File: src/rtl/dtw_pkg.sv
// rtl/dtw_pkg.sv - shared constants and state encoding for the DTW run sequencer
package dtw_pkg;

  localparam int N_PE   = 6;
  localparam int IDX_W  = 5;
  localparam int ADDR_W = 8;
  // Headroom for band*N_PE+k and step-k without wrap before the range checks
  localparam int CALC_W = IDX_W + 3;

  localparam logic [7:0] TIMEOUT_CYC = 8'd255;

  typedef enum logic [2:0] {
    IDLE,
    BTS,
    RUN,
    BT,
    DONE
  } state_t;

endpackage

File: src/rtl/dtw_wavefront_gen.sv
// rtl/dtw_wavefront_gen.sv - decodes band/step into per-PE enables and packed t/r indices
module dtw_wavefront_gen
  import dtw_pkg::*;
(
  input  logic                    run,
  input  logic [CALC_W-1:0]       band,
  input  logic [CALC_W-1:0]       step,
  input  logic [IDX_W-1:0]        tlen,
  input  logic [IDX_W-1:0]        rlen,
  output logic [N_PE-1:0]         pe_en,
  output logic [N_PE*IDX_W-1:0]   tindex,
  output logic [N_PE*IDX_W-1:0]   rindex
);

  logic [CALC_W-1:0] t_row;
  logic [CALC_W-1:0] c_col;
  logic              hit;

  always_comb begin
    pe_en  = '0;
    tindex = '0;
    rindex = '0;
    t_row  = '0;
    c_col  = '0;
    hit    = 1'b0;
    for (int k = 0; k < N_PE; k++) begin
      t_row = CALC_W'(band * CALC_W'(N_PE)) + CALC_W'(k);
      c_col = step - CALC_W'(k);
      // step >= k guards the skew: PE k stays idle until the wavefront reaches it
      hit   = run && (step >= CALC_W'(k)) && (c_col <= CALC_W'(rlen))
                  && (t_row <= CALC_W'(tlen));
      pe_en[N_PE-1-k] = hit;
      tindex[(N_PE-1-k)*IDX_W +: IDX_W] = hit ? t_row[IDX_W-1:0] : '0;
      rindex[(N_PE-1-k)*IDX_W +: IDX_W] = hit ? c_col[IDX_W-1:0] : '0;
    end
  end

endmodule

File: src/rtl/dtw_seq_ctrl.sv
// rtl/dtw_seq_ctrl.sv - DTW array/backtrace run sequencer; BT watchdog under DTW_SEQ_CTRL_TIMEOUT_EN
module dtw_seq_ctrl
  import dtw_pkg::*;
(
  input  logic                  clk,
  input  logic                  nrst,
  input  logic                  i_start,
  input  logic [IDX_W-1:0]      i_tlen,
  input  logic [IDX_W-1:0]      i_rlen,
  input  logic                  i_bt_valid,
  input  logic                  i_bt_last,
  output logic                  o_busy,
  output logic [N_PE-1:0]       o_pe_en,
  output logic [N_PE*IDX_W-1:0] o_tindex,
  output logic [N_PE*IDX_W-1:0] o_rindex,
  output logic                  o_bt_start,
  output logic                  o_sram_we,
  output logic [ADDR_W-1:0]     o_sram_addr,
  output logic                  o_done,
  output logic                  o_err
);

  state_t            state;
  logic [IDX_W-1:0]  tlen_q;
  logic [IDX_W-1:0]  rlen_q;
  logic [CALC_W-1:0] band;
  logic [CALC_W-1:0] step;
  logic [ADDR_W-1:0] addr;
  logic [CALC_W-1:0] step_last;
  logic              last_band;
  logic              start_acc;
  logic              wd_fire;

  assign start_acc = (state == IDLE) && i_start;
  assign step_last = CALC_W'(rlen_q) + CALC_W'(N_PE - 1);
  // Last band when the next band's first row would already exceed tlen
  assign last_band = (CALC_W'(band * CALC_W'(N_PE)) + CALC_W'(N_PE)) > CALC_W'(tlen_q);

`ifdef DTW_SEQ_CTRL_TIMEOUT_EN
  logic [7:0] wd;
  logic       err_q;

  assign wd_fire = (state == BT) && !i_bt_valid && (wd == TIMEOUT_CYC - 8'd1);

  always_ff @(posedge clk or negedge nrst) begin
    if (!nrst) begin
      wd    <= '0;
      err_q <= 1'b0;
    end else begin
      if (start_acc) err_q <= 1'b0;
      if (state != BT || i_bt_valid) begin
        wd <= '0;
      end else if (wd_fire) begin
        wd    <= '0;
        err_q <= 1'b1;
      end else begin
        wd <= wd + 8'd1;
      end
    end
  end

  assign o_err = err_q;
`else
  assign wd_fire = 1'b0;
  assign o_err   = 1'b0;
`endif

  always_ff @(posedge clk or negedge nrst) begin
    if (!nrst) begin
      state  <= IDLE;
      tlen_q <= '0;
      rlen_q <= '0;
      band   <= '0;
      step   <= '0;
      addr   <= '0;
    end else begin
      unique case (state)
        IDLE: begin
          if (i_start) begin
            tlen_q <= i_tlen;
            rlen_q <= i_rlen;
            band   <= '0;
            step   <= '0;
            addr   <= '0;
            state  <= RUN;
          end
        end
        RUN: begin
          if (step == step_last) begin
            step <= '0;
            if (last_band) state <= BTS;
            else           band  <= band + CALC_W'(1);
          end else begin
            step <= step + CALC_W'(1);
          end
        end
        BTS: state <= BT;
        BT: begin
          if (i_bt_valid) addr <= addr + ADDR_W'(1);
          if ((i_bt_valid && i_bt_last) || wd_fire) state <= DONE;
        end
        DONE:    state <= IDLE;
        default: state <= IDLE;
      endcase
    end
  end

  dtw_wavefront_gen u_wavefront (
    .run    (state == RUN),
    .band   (band),
    .step   (step),
    .tlen   (tlen_q),
    .rlen   (rlen_q),
    .pe_en  (o_pe_en),
    .tindex (o_tindex),
    .rindex (o_rindex)
  );

  assign o_busy      = (state != IDLE);
  assign o_bt_start  = (state == BTS);
  assign o_done      = (state == DONE);
  assign o_sram_addr = addr;
  // The only input-to-output path: the BT word is written the cycle it arrives
  assign o_sram_we   = (state == BT) && i_bt_valid;

endmodule

File: config.mk
export PLATFORM = sky130hd
export DESIGN_NAME = dtw_seq_ctrl
export DESIGN_NICKNAME = d
export VERILOG_FILES = /design/src/rtl/dtw_pkg.sv /design/src/rtl/dtw_wavefront_gen.sv /design/src/rtl/dtw_seq_ctrl.sv
export SDC_FILE = /design/constraint.sdc
export NUM_CORES = 1
export LEC_CHECK = 0
export BUFFER_PORTS_ARGS = -buffer_cell sky130_fd_sc_hd__buf_2
export CORE_MARGIN = 4
export CORE_UTILIZATION = 45
export CTS_CLUSTER_DIAMETER = 200
export DETAILED_ROUTE_END_ITERATION = 8
export MAX_ROUTING_LAYER = met4
export PLACE_DENSITY = 0.78
export SYNTH_ARGS = -nofsm -noshare
export SYNTH_HDL_FRONTEND = slang
export SYNTH_HIERARCHICAL = 1
export SYNTH_SLANG_ARGS = --single-unit
File: constraint.sdc
create_clock -name clk -period 4.45 [get_ports clk]
set_input_delay 0.89 -clock clk [delete_from_list [all_inputs] [get_ports clk]]
set_output_delay 0.89 -clock clk [all_outputs]
set_load 0.02 [all_outputs]
---- Yosys cells after proc, flatten, opt, wreduce, memory -nomap -nowiden ----
Cells that the tools add are included.
word-level totals
  flip-flop bits (word level) ............. 37
  output and inout port bits .............. 79
  word-level logic and storage cells ...... 106
operators by class
  add/sub/neg operators ................... 15
  multiply operators ...................... 1
  magnitude comparators ................... 19
  eq/ne operators ......................... 11
  mux-type cells .......................... 25
  reduce and logical (&&, ||, !) cells .... 29
operators with widths
  kind                                                                                 count
  8-bit by 5-bit <= comparator with 1-bit output                                       12
  5-bit 2-to-1 mux                                                                     12
  8-bit case mux with 2 select lines                                                   3
  8-bit 2-to-1 mux                                                                     5
  8-bit by 1-bit adder with 8-bit output, second input constant                        4
  8-bit by 3-bit adder with 8-bit output, second input constant                        3
  1-bit logical AND                                                                    20
  8-bit by 2-bit adder with 8-bit output, second input constant                        2
  8-bit by 1-bit greater-or-equal comparator with 1-bit output, second input constant  2
  8-bit by 2-bit greater-or-equal comparator with 1-bit output, second input constant  2
  8-bit by 3-bit greater-or-equal comparator with 1-bit output, second input constant  2
  8-bit by 2-bit subtractor with 8-bit output, second input constant                   2
  8-bit by 3-bit subtractor with 8-bit output, second input constant                   2
  3-bit 2-to-1 mux                                                                     4
  2-bit != test, second input constant                                                 6
  3-bit case mux with 4 select lines                                                   1
  8-bit by 6-bit equality test with 1-bit output                                       1
  8-bit by 5-bit > comparator with 1-bit output                                        1
  8-bit by 2-bit multiplier with 7-bit output, second input constant                   1
  4-bit AND reduction                                                                  2
  8-bit by 1-bit subtractor with 8-bit output, second input constant                   1
  5-bit by 3-bit adder with 6-bit output, second input constant                        1
  3-bit by 2-bit equality test with 1-bit output, second input constant                2
  2-bit AND reduction                                                                  2
  other kinds (6)                                                                      7

---- Depth between registers and ports, before layout ----
  depth after elaboration ................. 6
  mapped depth ............................ 14

---- Cells and area by module ----
The synthesis kept the hierarchy.
modules (own cells, without submodules)
  module             times used  cells each  area an instance (sq um)  seq. area each (sq um)
  dtw_wavefront_gen  1           348         2462.4                    0.0
  dtw_seq_ctrl       1           266         2392.3                    925.9

---- Worst setup path before layout ----
Ideal clock, no wire load.
  path type ............................... register -> output
  from .................................... reg band[1]
  to ...................................... out o_rindex[4]
  arrival ................................. 3.464 ns
  data required time ...................... 3.560 ns
  setup slack ............................. 0.096 ns
  stages on the path, launching flop included .. 12
  buffers on the path ..................... 1
  path through ............................ dfrtp_1 -> ha_1 -> fa_1 -> ha_1 -> xor2_1 -> ha_1 -> a21oi_1 -> o2bb2ai_1 -> nand3_1 -> or2_2 -> buf_1 -> nor3_1
between the ends
  longest elaborated chain between the ends .. 5
ends and longest elaborated chain
  what                                            line                     text
  start, declared                                 dtw_seq_ctrl.sv:26       logic [CALC_W-1:0] band;
  start signal, assigned                          dtw_seq_ctrl.sv:92       else band <= band + CALC_W'(1);
  8-bit by 2-bit multiplier with 7-bit output     dtw_wavefront_gen.sv:27  t_row = CALC_W'(band * CALC_W'(N_PE)) + CALC_W'(k);
  8-bit by 3-bit adder with 8-bit output          dtw_wavefront_gen.sv:27
  8-bit by 5-bit <= comparator with 1-bit output  dtw_wavefront_gen.sv:31  && (t_row <= CALC_W'(tlen));
  1-bit logical AND                               dtw_wavefront_gen.sv:31
  5-bit 2-to-1 mux                                dtw_wavefront_gen.sv:34  rindex[(N_PE-1-k)*IDX_W +: IDX_W] = hit ? c_col[IDX_W-1:0] : '0;
  end, declared                                   dtw_seq_ctrl.sv:15       output logic [N_PE*IDX_W-1:0] o_rindex,
Every way passes these cells.

---- Worst setup path in the final report ----
  from .................................... reg band[1]
  to ...................................... out o_rindex[14]
between the ends
  longest elaborated chain between the ends .. 5
ends and longest elaborated chain
  what                                            line
  8-bit by 2-bit multiplier with 7-bit output     dtw_wavefront_gen.sv:27
  8-bit by 2-bit adder with 8-bit output          dtw_wavefront_gen.sv:27
  8-bit by 5-bit <= comparator with 1-bit output  dtw_wavefront_gen.sv:31
  1-bit logical AND                               dtw_wavefront_gen.sv:31
  5-bit 2-to-1 mux                                dtw_wavefront_gen.sv:34
Every way passes these cells.

==> run metrics <==
DR WL/cell ~16 um; CP endpoint kind output pin; Max Freq approximately 230 MHz; critical path data arrival time 3490 ps; Final Hold Violating Endpoints 0; Final period util 0.9853; clk sinks 36; Crit Reg-Reg Startpoint band[0]$_DFFE_PN0P_; RSZ-0062 raised after global routing yes; worst-path maximum fanout 5; worst hold path type reg -> reg; first-pass GRT wire length about 22 mm; ANT nets after route 0; vias per std cell 5.805; pwr dens around 870 nW/um^2; Mapped Cells about 600; hold path endpoint state[0]$_DFFE_PN0P_; Initial Util 0.4620; Leak Pwr ~0.0028 uW; DP Wirelength slightly above 10 mm; die area between 10000 and 15000 um^2; Worst Clk Skew about 9 ps; Crit Path Class reg -> out; CORE AREA just over 10000 um^2; total congestion overflow 0; Final Total Pwr between 4000 and 5000 uW; WL final between 10 and 15 mm; clock root cell clkbuf_8; FP Rows 37; Layout fillers about 950; Max Buffers Root-to-Sink 2; Placer Congestion roughly 0.93; Multi-input gate area between 3000 and 4000 um^2; largest net degree at the start of global routing 37; initial DRC count 418; Total Routing Usage GR 0.2133; Required @ worst endpoint around 3600 ps; clock-pin slew on the worst setup and hold paths about 70 ps; Sw Share 0.5439; Slew Limit Fails 0; combinational share of power 0.832; number of port buffers 89; R2R setup slack approximately 430 ps; Area Growth Syn to Fin 19.40%; Max transition margin 0.4460; Post-Syn Area per Cell 7.880 um^2; share of layout cells above drive strength 1 0.2332; Post-route DRC 0; internal power approximately 2300 uW; Antenna Cells 0; Tmin final roughly 4400 ps; hold path cells 1; first drt pass iteration count 6; Hold Startpoint state[2]$_DFFE_PN0P_; CTS buffer count 5; initial antenna violation count 0; CTS tree built; Clk Latency, worst-skew pair 290 ps; clock share of power 0.056; top-level I/O count 94; register area 904.6 um^2; Worst VDD drop approximately 0.46 mV; Flop pwr share 0.112; Max Cap Viol 0; Ys Warns 6; r2r endpoint band[1]$_DFFE_PN0P_; Final Hold Slack 529.0 ps; height of the die about 110 um; P_sw approximately 2700 uW; H-tree Lvls 2; nets@finish 784; worst slew pin tran between 800 and 900 ps; Die Wd between 100 and 150 um; vias in the first global route ~4700; final setup fails 0; hold_buf cts 0; vias after detailed routing 4847; Post-Syn Area 4791 um^2; critical path startpoint category flop; status finished clean; R2R cell count 12
sequential cells by signal (all words and copies together) (netlist names):
name / count
o_sram_addr: 8
step: 8
band: 7
rlen_q: 5
tlen_q: 5
state: 3
repair_timing:
action,CTS,global route
hold endpoints to repair,0,0
gates resized for setup,3,45
pin swaps,1,4
setup buffers,2,5
endpoints found under the setup margin,24,56
cloned,0,1
stage by stage:
step                      utilization  setup slack, ps  TNS (ps)  instance area, um^2  std cells
after detailed placement       0.5154            118.4         0                 5345        819
after global placement         0.5154            310.1         0                 5345        819
after CTS                      0.5292           0.7823         0                 5488        829
final                          0.5516            65.34         0                 5720        835
after global routing           0.5516           -69.55    -600.7                 5720        835
after floorplan                     -            96.45         0                 4798        610
area by class of cell:
type / instances / share of cell area
well taps: 136 / 0.02975
inverters: 38 / 0.02493
multi-input cells: 508 / 0.6559
clock buffers: 6 / 0.01269
repair buffers: 109 / 0.1124
clock inverters: 2 / 0.006124
flip-flops and latches: 36 / 0.1581
power groups by stage:
stage	Clock, uW	Sequential (uW)	Combinational (uW)
after floorplan	0	541	2890
after global placement	0	547	3690
after detailed placement	0	555	3840
after CTS	287	549	3890
after global routing	306	575	4600
final	280	556	4140
cells in the final DEF (no fill, tap or decap), drive strengths merged, types with 20 or more instances in the layout:
cell type  instances
xor2              20
nor3              27
inv               37
nor2              52
a21oi             28
dfrtp             36
buf              109
ha                69
o21ai             30
nand2             65
nand3             22
routing by layer:
metal / part of all wire / up-vias / global-route usage
li1: - / 2342 / -
met1: 0.44 / 2283 / 0.2785
met2: 0.48 / 194 / 0.3522
met3: 0.057 / 28 / 0.02020
met4: 0.023 / 0 / 0.06245
met5: 0 / - / -
critical path: stages, from the launching register on:
cell	delay, ps
dfrtp_2	440
ha_4	180
fa_2	570
ha_4	180
and3_4	190
nor2_1	60
ha_1	340
and4_1	220
a22oi_1	100
nor4_2	320
o221ai_2	190
buf_6	180
nor2b_1	100
buf_4	150
how the worst max path moves through the flow:
stage / end / start / cells after the start
2_1_floorplan: o_rindex[4] / band[1]$_DFFE_PN0P_ / 11
3_3_place_gp: o_rindex[13] / band[1]$_DFFE_PN0P_ / 13
3_5_place_dp: o_tindex[14] / band[1]$_DFFE_PN0P_ / 13
4_1_cts: o_rindex[14] / band[1]$_DFFE_PN0P_ / 13
5_1_grt: o_rindex[14] / band[1]$_DFFE_PN0P_ / 13
6_report: o_rindex[14] / band[1]$_DFFE_PN0P_ / 13
No activity file was read; power rests on OpenSTA's default activity.
